===== src/rtl/parity_link_pkg.sv =====
// Shared definitions for the 7-bit parity link: frame geometry, receiver
// state encoding and the parity function used by generator and checker.
package parity_link_pkg;

  localparam int DATA_BITS  = 7;
  localparam int FRAME_BITS = 10;

  typedef enum logic [2:0] {
    IDLE   = 3'd0,
    START  = 3'd1,
    DATA   = 3'd2,
    PARITY = 3'd3,
    STOP   = 3'd4
  } rx_state_e;

  // Even parity: P makes the total number of ones across d[6:0] and P even.
  function automatic logic parity7(input logic [DATA_BITS-1:0] x);
    return ^x;
  endfunction

endpackage


===== src/rtl/parity7_calc.sv =====
// Combinational 7-input XOR shared by the link's parity generator and checker.
module parity7_calc
  import parity_link_pkg::*;
(
  input  logic [DATA_BITS-1:0] data_i,
  output logic                 parity_o
);

  assign parity_o = parity7(data_i);

endmodule


===== src/rtl/parity_frame_rx.sv =====
// Far-end receiver for the 7-bit parity link: deserialises start, d[6:0], P,
// stop; reports parity/framing status and a saturating bad-frame count.
module parity_frame_rx
  import parity_link_pkg::*;
#(
  parameter int CLKS_PER_BIT = 16,
  parameter int ERR_CNT_W    = 8
) (
  input  logic                 clk,
  input  logic                 reset,
  input  logic                 rx_serial,
  output logic [6:0]           data_out,
  output logic                 data_valid,
  output logic                 parity_err,
  output logic                 frame_err,
  output logic [ERR_CNT_W-1:0] err_count,
  output logic                 busy
);

  localparam int CNT_W = $clog2(CLKS_PER_BIT);
  localparam logic [CNT_W-1:0] HALF_M1 = CNT_W'(CLKS_PER_BIT / 2 - 1);
  localparam logic [CNT_W-1:0] FULL_M1 = CNT_W'(CLKS_PER_BIT - 1);
  localparam logic [2:0]       LAST_BIT = 3'(DATA_BITS - 1);
  localparam logic [ERR_CNT_W-1:0] ERR_MAX = '1;

  logic [1:0]           sync_q;
  logic                 rx_s;
  rx_state_e            state_q;
  logic [CNT_W-1:0]     samp_cnt_q;
  logic [2:0]           bit_cnt_q;
  logic [6:0]           shift_q;
  logic                 p_rx_q;
  logic                 stop_q;
  logic                 stop_done_q;
  logic                 armed_q;
  logic [6:0]           data_out_q;
  logic                 data_valid_q;
  logic                 parity_err_q;
  logic                 frame_err_q;
  logic [ERR_CNT_W-1:0] err_count_q;

  logic calc_par;
  logic parity_err_d;
  logic frame_err_d;

  // Two-flop synchroniser; idles high so reset does not fake a start bit.
  always_ff @(posedge clk) begin
    if (reset) sync_q <= 2'b11;
    else       sync_q <= {sync_q[0], rx_serial};
  end
  assign rx_s = sync_q[1];

  parity7_calc u_parity (
    .data_i   (shift_q),
    .parity_o (calc_par)
  );

  assign parity_err_d = (calc_par != p_rx_q);
  assign frame_err_d  = !stop_q;

  always_ff @(posedge clk) begin
    if (reset) begin
      state_q      <= IDLE;
      samp_cnt_q   <= '0;
      bit_cnt_q    <= '0;
      shift_q      <= '0;
      p_rx_q       <= 1'b0;
      stop_q       <= 1'b1;
      stop_done_q  <= 1'b0;
      armed_q      <= 1'b1;
      data_out_q   <= '0;
      data_valid_q <= 1'b0;
      parity_err_q <= 1'b0;
      frame_err_q  <= 1'b0;
      err_count_q  <= '0;
    end else begin
      data_valid_q <= 1'b0;
      case (state_q)
        IDLE: begin
          samp_cnt_q  <= '0;
          bit_cnt_q   <= '0;
          stop_done_q <= 1'b0;
          // After a framing error the line must return high before a new start.
          if (rx_s)         armed_q <= 1'b1;
          else if (armed_q) state_q <= START;
        end
        START: begin
          if (samp_cnt_q == HALF_M1) begin
            samp_cnt_q <= '0;
            state_q    <= rx_s ? IDLE : DATA;
          end else begin
            samp_cnt_q <= samp_cnt_q + 1'b1;
          end
        end
        DATA: begin
          if (samp_cnt_q == FULL_M1) begin
            samp_cnt_q <= '0;
            shift_q    <= {shift_q[5:0], rx_s};
            if (bit_cnt_q == LAST_BIT) begin
              bit_cnt_q <= '0;
              state_q   <= PARITY;
            end else begin
              bit_cnt_q <= bit_cnt_q + 1'b1;
            end
          end else begin
            samp_cnt_q <= samp_cnt_q + 1'b1;
          end
        end
        PARITY: begin
          if (samp_cnt_q == FULL_M1) begin
            samp_cnt_q <= '0;
            p_rx_q     <= rx_s;
            state_q    <= STOP;
          end else begin
            samp_cnt_q <= samp_cnt_q + 1'b1;
          end
        end
        STOP: begin
          if (stop_done_q) begin
            data_out_q   <= shift_q;
            parity_err_q <= parity_err_d;
            frame_err_q  <= frame_err_d;
            data_valid_q <= 1'b1;
            if ((parity_err_d || frame_err_d) && (err_count_q != ERR_MAX))
              err_count_q <= err_count_q + ERR_CNT_W'(1);
            armed_q     <= stop_q;
            stop_done_q <= 1'b0;
            state_q     <= IDLE;
          end else if (samp_cnt_q == FULL_M1) begin
            samp_cnt_q  <= '0;
            stop_q      <= rx_s;
            stop_done_q <= 1'b1;
          end else begin
            samp_cnt_q <= samp_cnt_q + 1'b1;
          end
        end
        default: state_q <= IDLE;
      endcase
    end
  end

  assign data_out   = data_out_q;
  assign data_valid = data_valid_q;
  assign parity_err = parity_err_q;
  assign frame_err  = frame_err_q;
  assign err_count  = err_count_q;
  assign busy       = (state_q != IDLE);

endmodule


===== config.mk =====
export PLATFORM = sky130hd
export DESIGN_NAME = parity_frame_rx
export DESIGN_NICKNAME = d
export VERILOG_FILES = /design/src/rtl/parity_link_pkg.sv /design/src/rtl/parity7_calc.sv /design/src/rtl/parity_frame_rx.sv
export SDC_FILE = /design/constraint.sdc
export NUM_CORES = 1
export LEC_CHECK = 0
export CORE_MARGIN = 2
export CORE_UTILIZATION = 49
export DETAILED_ROUTE_END_ITERATION = 7
export PLACE_DENSITY = 0.7
export SYNTH_ARGS = -nofsm -noshare
export SYNTH_HDL_FRONTEND = slang
export SYNTH_HIERARCHICAL = 1
export SYNTH_SLANG_ARGS = --single-unit

===== constraint.sdc =====
create_clock -name clk -period 2 [get_ports clk]
set_input_delay 0.3 -clock clk [delete_from_list [all_inputs] [get_ports clk]]
set_output_delay 0.3 -clock clk [all_outputs]
set_load 0.02 [all_outputs]

==> flow_summary.yaml <==
floorplan:
  ioPinCount: 22
  dieArea_um2: 4310
  start_util: 0.509
  core.rowCount: 22
  core_um2: 3660
  die_x_um: 65.7
  die_y_um: 65.7
synthesis:
  synth.yosys.seq_area_share: 0.440
  synthCells: 226
  synth_edf_count: 0
  netlist_area_um2: 1860
  async_flop_share: 0
  yosysWarnings: 6
  synth_top_flop_cell: "dfxtp_1"
  synth_nets: 231
  syn_avg_cell_area_um2: 8.25
  ys_ff_latch: 41
  synth.distinct_cells: 47
sta:
  skew_ns: 0.00797
  tns_ns: -0.0239
  fmax_mhz: 497
  hold_viol: 0
  setup_viol: 2
  relSlewSlack: 0.693
  final.setup.worst_slack_ns: -0.0138
  slew_violations: 0
  fin_crit_sh: 1.01
  period_minus_slack_ns: 2.01
  rsz0062_at_grt: "yes"
  tightest_slew_ns: 0.458
power:
  leakage_nw: 0.896
  ir_drop_uv: 417
  power_mw: 1.45
  power.density_nw_per_um2: 609
critical_path:
  reg2reg_depth: 7
  endpoint_kind: "flip-flop"
  worst-path-max-fanout: 7
  timing.rr.start: "shift_q[1]$_SDFFE_PP0P_"
  critPathSlowestCell: "or4_1"
  timing.rr.end: "err_count[6]$_SDFFE_PP0P_"
  cp_num_buf_inv: 1
  start_kind: "flip-flop"
  path_class: "flip-flop to flip-flop"
  cp_cell_sequence: "xnor3_1 > xnor3_1 > xor2_2 > o21ai_4 > buf_6 > or4_1 > a21oi_1"
  required_ns: 2.24
  reg2reg_slack_ns: -0.01
  arrival_ns: 2.25
  slowest_delay_ns: 0.39
  crit_path_frequent_cell: "xnor3_1"
  cp_top_family: "XOR/XNOR gates"
final_layout:
  final_cell_area_um2: 2380
  areaGrowthSynthToFinish_pct: 27.6
  drive_above_1_share: 0.172
  n_fill_cell: 325
  antenna-diode-count: 0
  nNetsFinal: 266
cts:
  cts_root_buf: "clkbuf_8"
  clkLatencyLatePin_ns: 0.30
  tritoncts: "built"
  holdBufCountCts: 0
  cts_max_path_buffers: 2
  ctsHtreeMaxLevel: 2
  cts_buffers: 5
  clkSinkCount: 41
  clk_pin_slew_ns: 0.08
placed_design:
  place_area_um2: 2220
  portBuffers: 21
  gp_congestion: 0.788
  dp_hpwl_um: 2570
detailed_routing:
  vias: 1658
  wl_per_cell_um: 12.4
  drc: 0
  drtIter0Drc: 110
  drt-total-wl_um: 3850
  dr.pass1.iters: 4
  via_per_inst: 5.35
  drtAntennaViolNets: 0
worst_hold_path:
  whs_path_depth: 1
  hp-start: "sync_q[0]$_SDFF_PP1_"
  hp-class: "flip-flop to flip-flop"
  hold_path_end: "sync_q[1]$_SDFF_PP1_"
global_route:
  grt_first_pass_wirelength_um: 6560
  grt_pass1_vias: 1503
  grt_overflow: 0
  grt_use_total: 0.196
  grt_max_degree: 45
  antenna_found_initial: 0
flow_run:
  drv_cap: 0
outcome:
  status: "finished with violations"
  violations: "setup timing"
==> worst max-delay path by stage <==
| stage | slack, ns | end | startpoint | depth (start not counted) |
|---|---|---|---|---|
| global placement | -0.13 | err_count[7]$_SDFFE_PP0P_ | shift_q[5]$_SDFFE_PP0P_ | 6 |
| floorplan | 0.01 | err_count[3]$_SDFFE_PP0P_ | shift_q[5]$_SDFFE_PP0P_ | 7 |
| finish | -0.01 | err_count[6]$_SDFFE_PP0P_ | shift_q[1]$_SDFFE_PP0P_ | 7 |
| CTS | -0.02 | err_count[6]$_SDFFE_PP0P_ | shift_q[1]$_SDFFE_PP0P_ | 7 |
| global route | -0.11 | err_count[6]$_SDFFE_PP0P_ | shift_q[1]$_SDFFE_PP0P_ | 7 |
| detailed placement | -0.17 | err_count[7]$_SDFFE_PP0P_ | shift_q[3]$_SDFFE_PP0P_ | 6 |
==> report_power, final <==
group,internal (mW),total (mW),switching [mW]
clock,0.280,0.577,0.297
sequential,0.819,0.821,0.00217
combinational,0.0209,0.0494,0.0285
total,1.12,1.45,0.328
==> metrics by stage <==
step / setup WS (ns) / std cells / hold WS [ns] / utilization
after floorplan: 0.0146 / 226 / 0.389 / -
after global placement: -0.127 / 299 / 0.393 / 0.606
after detailed placement: -0.171 / 299 / 0.395 / 0.606
after CTS: -0.0162 / 310 / 0.414 / 0.647
after global routing: -0.109 / 310 / 0.430 / 0.650
final: -0.0138 / 310 / 0.412 / 0.650
==> kinds of logic after synthesis <==
logic type,after synthesis,synth area share
compound gates,50,0.157
xor+xnor,6,0.0430
fa+ha+maj,2,0.0134
buf+inv,18,0.0450
flops,41,0.440
mux,5,0.0289
simple gates,104,0.272
==> final cells by class <==
type | count | area [um2] | share of cell area
repair buffers | 42 | 387 | 0.163
well taps | 48 | 60.1 | 0.0252
inverters | 4 | 15.0 | 0.00631
clock buffers | 6 | 82.6 | 0.0347
multi-input cells | 167 | 997 | 0.419
flip-flops and latches | 41 | 823 | 0.346
clock inverters | 2 | 13.8 | 0.00579
==> Yosys cell counts (all sizes together) (2+ instances only) <==
library cell | n | area (um2)
nand2 | 44 | 165
and3 | 3 | 18.8
nor2 | 17 | 63.8
mux2i | 2 | 20.0
nor3b | 3 | 22.5
nand4 | 2 | 12.5
mux2 | 3 | 33.8
xnor2 | 2 | 17.5
or4 | 2 | 15.0
clkbuf | 8 | 30.0
nor2b | 2 | 12.5
xor2 | 2 | 17.5
nand2b | 2 | 12.5
or2 | 3 | 18.8
xnor3 | 2 | 45.0
inv | 4 | 15.0
buf | 6 | 38.8
a311oi | 2 | 17.5
or3 | 4 | 25.0
nand3 | 7 | 35.0
ha | 2 | 25.0
nand3b | 2 | 15.0
o31ai | 2 | 15.0
a31oi | 3 | 18.8
a21oi | 26 | 130
dfxtp | 41 | 821
o21ai | 8 | 40.0
nor3 | 7 | 40.0
==> per-layer routing <==
metal / vias to the layer above / share of wire / track usage
met4: 0 / 0.018 / 0.0781
met5: - / 0 / 0
met3: 7 / 0.029 / 0.0411
met2: 27 / 0.49 / 0.324
met1: 767 / 0.47 / 0.248
li1: 857 / - / -
==> cell usage in the layout (no fill, tap or decap), types with 3 or more instances in the layout <==
cell and instances:
a21oi_1 24, nor2_1 17, buf_4 19, inv_1 4
o21ai_0 7, clkdlybuf4s50_1 20, or3_1 4, nor3_1 5
dfxtp_1 39, and3_1 3, nand2_1 44, or2_2 3
a31oi_1 3, nor3b_1 3, clkbuf_8 6, mux2_2 3
nand3_1 7
==> sequential cells by signal, summed over array words and instances (netlist names) <==
signal / cells
data_out: 7
stop_q: 1
parity_err: 1
data_valid: 1
state_q: 3
armed_q: 1
sync_q: 2
err_count: 8
samp_cnt_q: 4
bit_cnt_q: 3
p_rx_q: 1
shift_q: 7
frame_err: 1
stop_done_q: 1
==> timing repair <==
item                       4_1_cts  5_1_grt
pin swaps                        6        3
buffers inserted                 3        0
resized for setup                6        3
setup endpoints to repair        7        8
(Power assumes the default switching activity.)
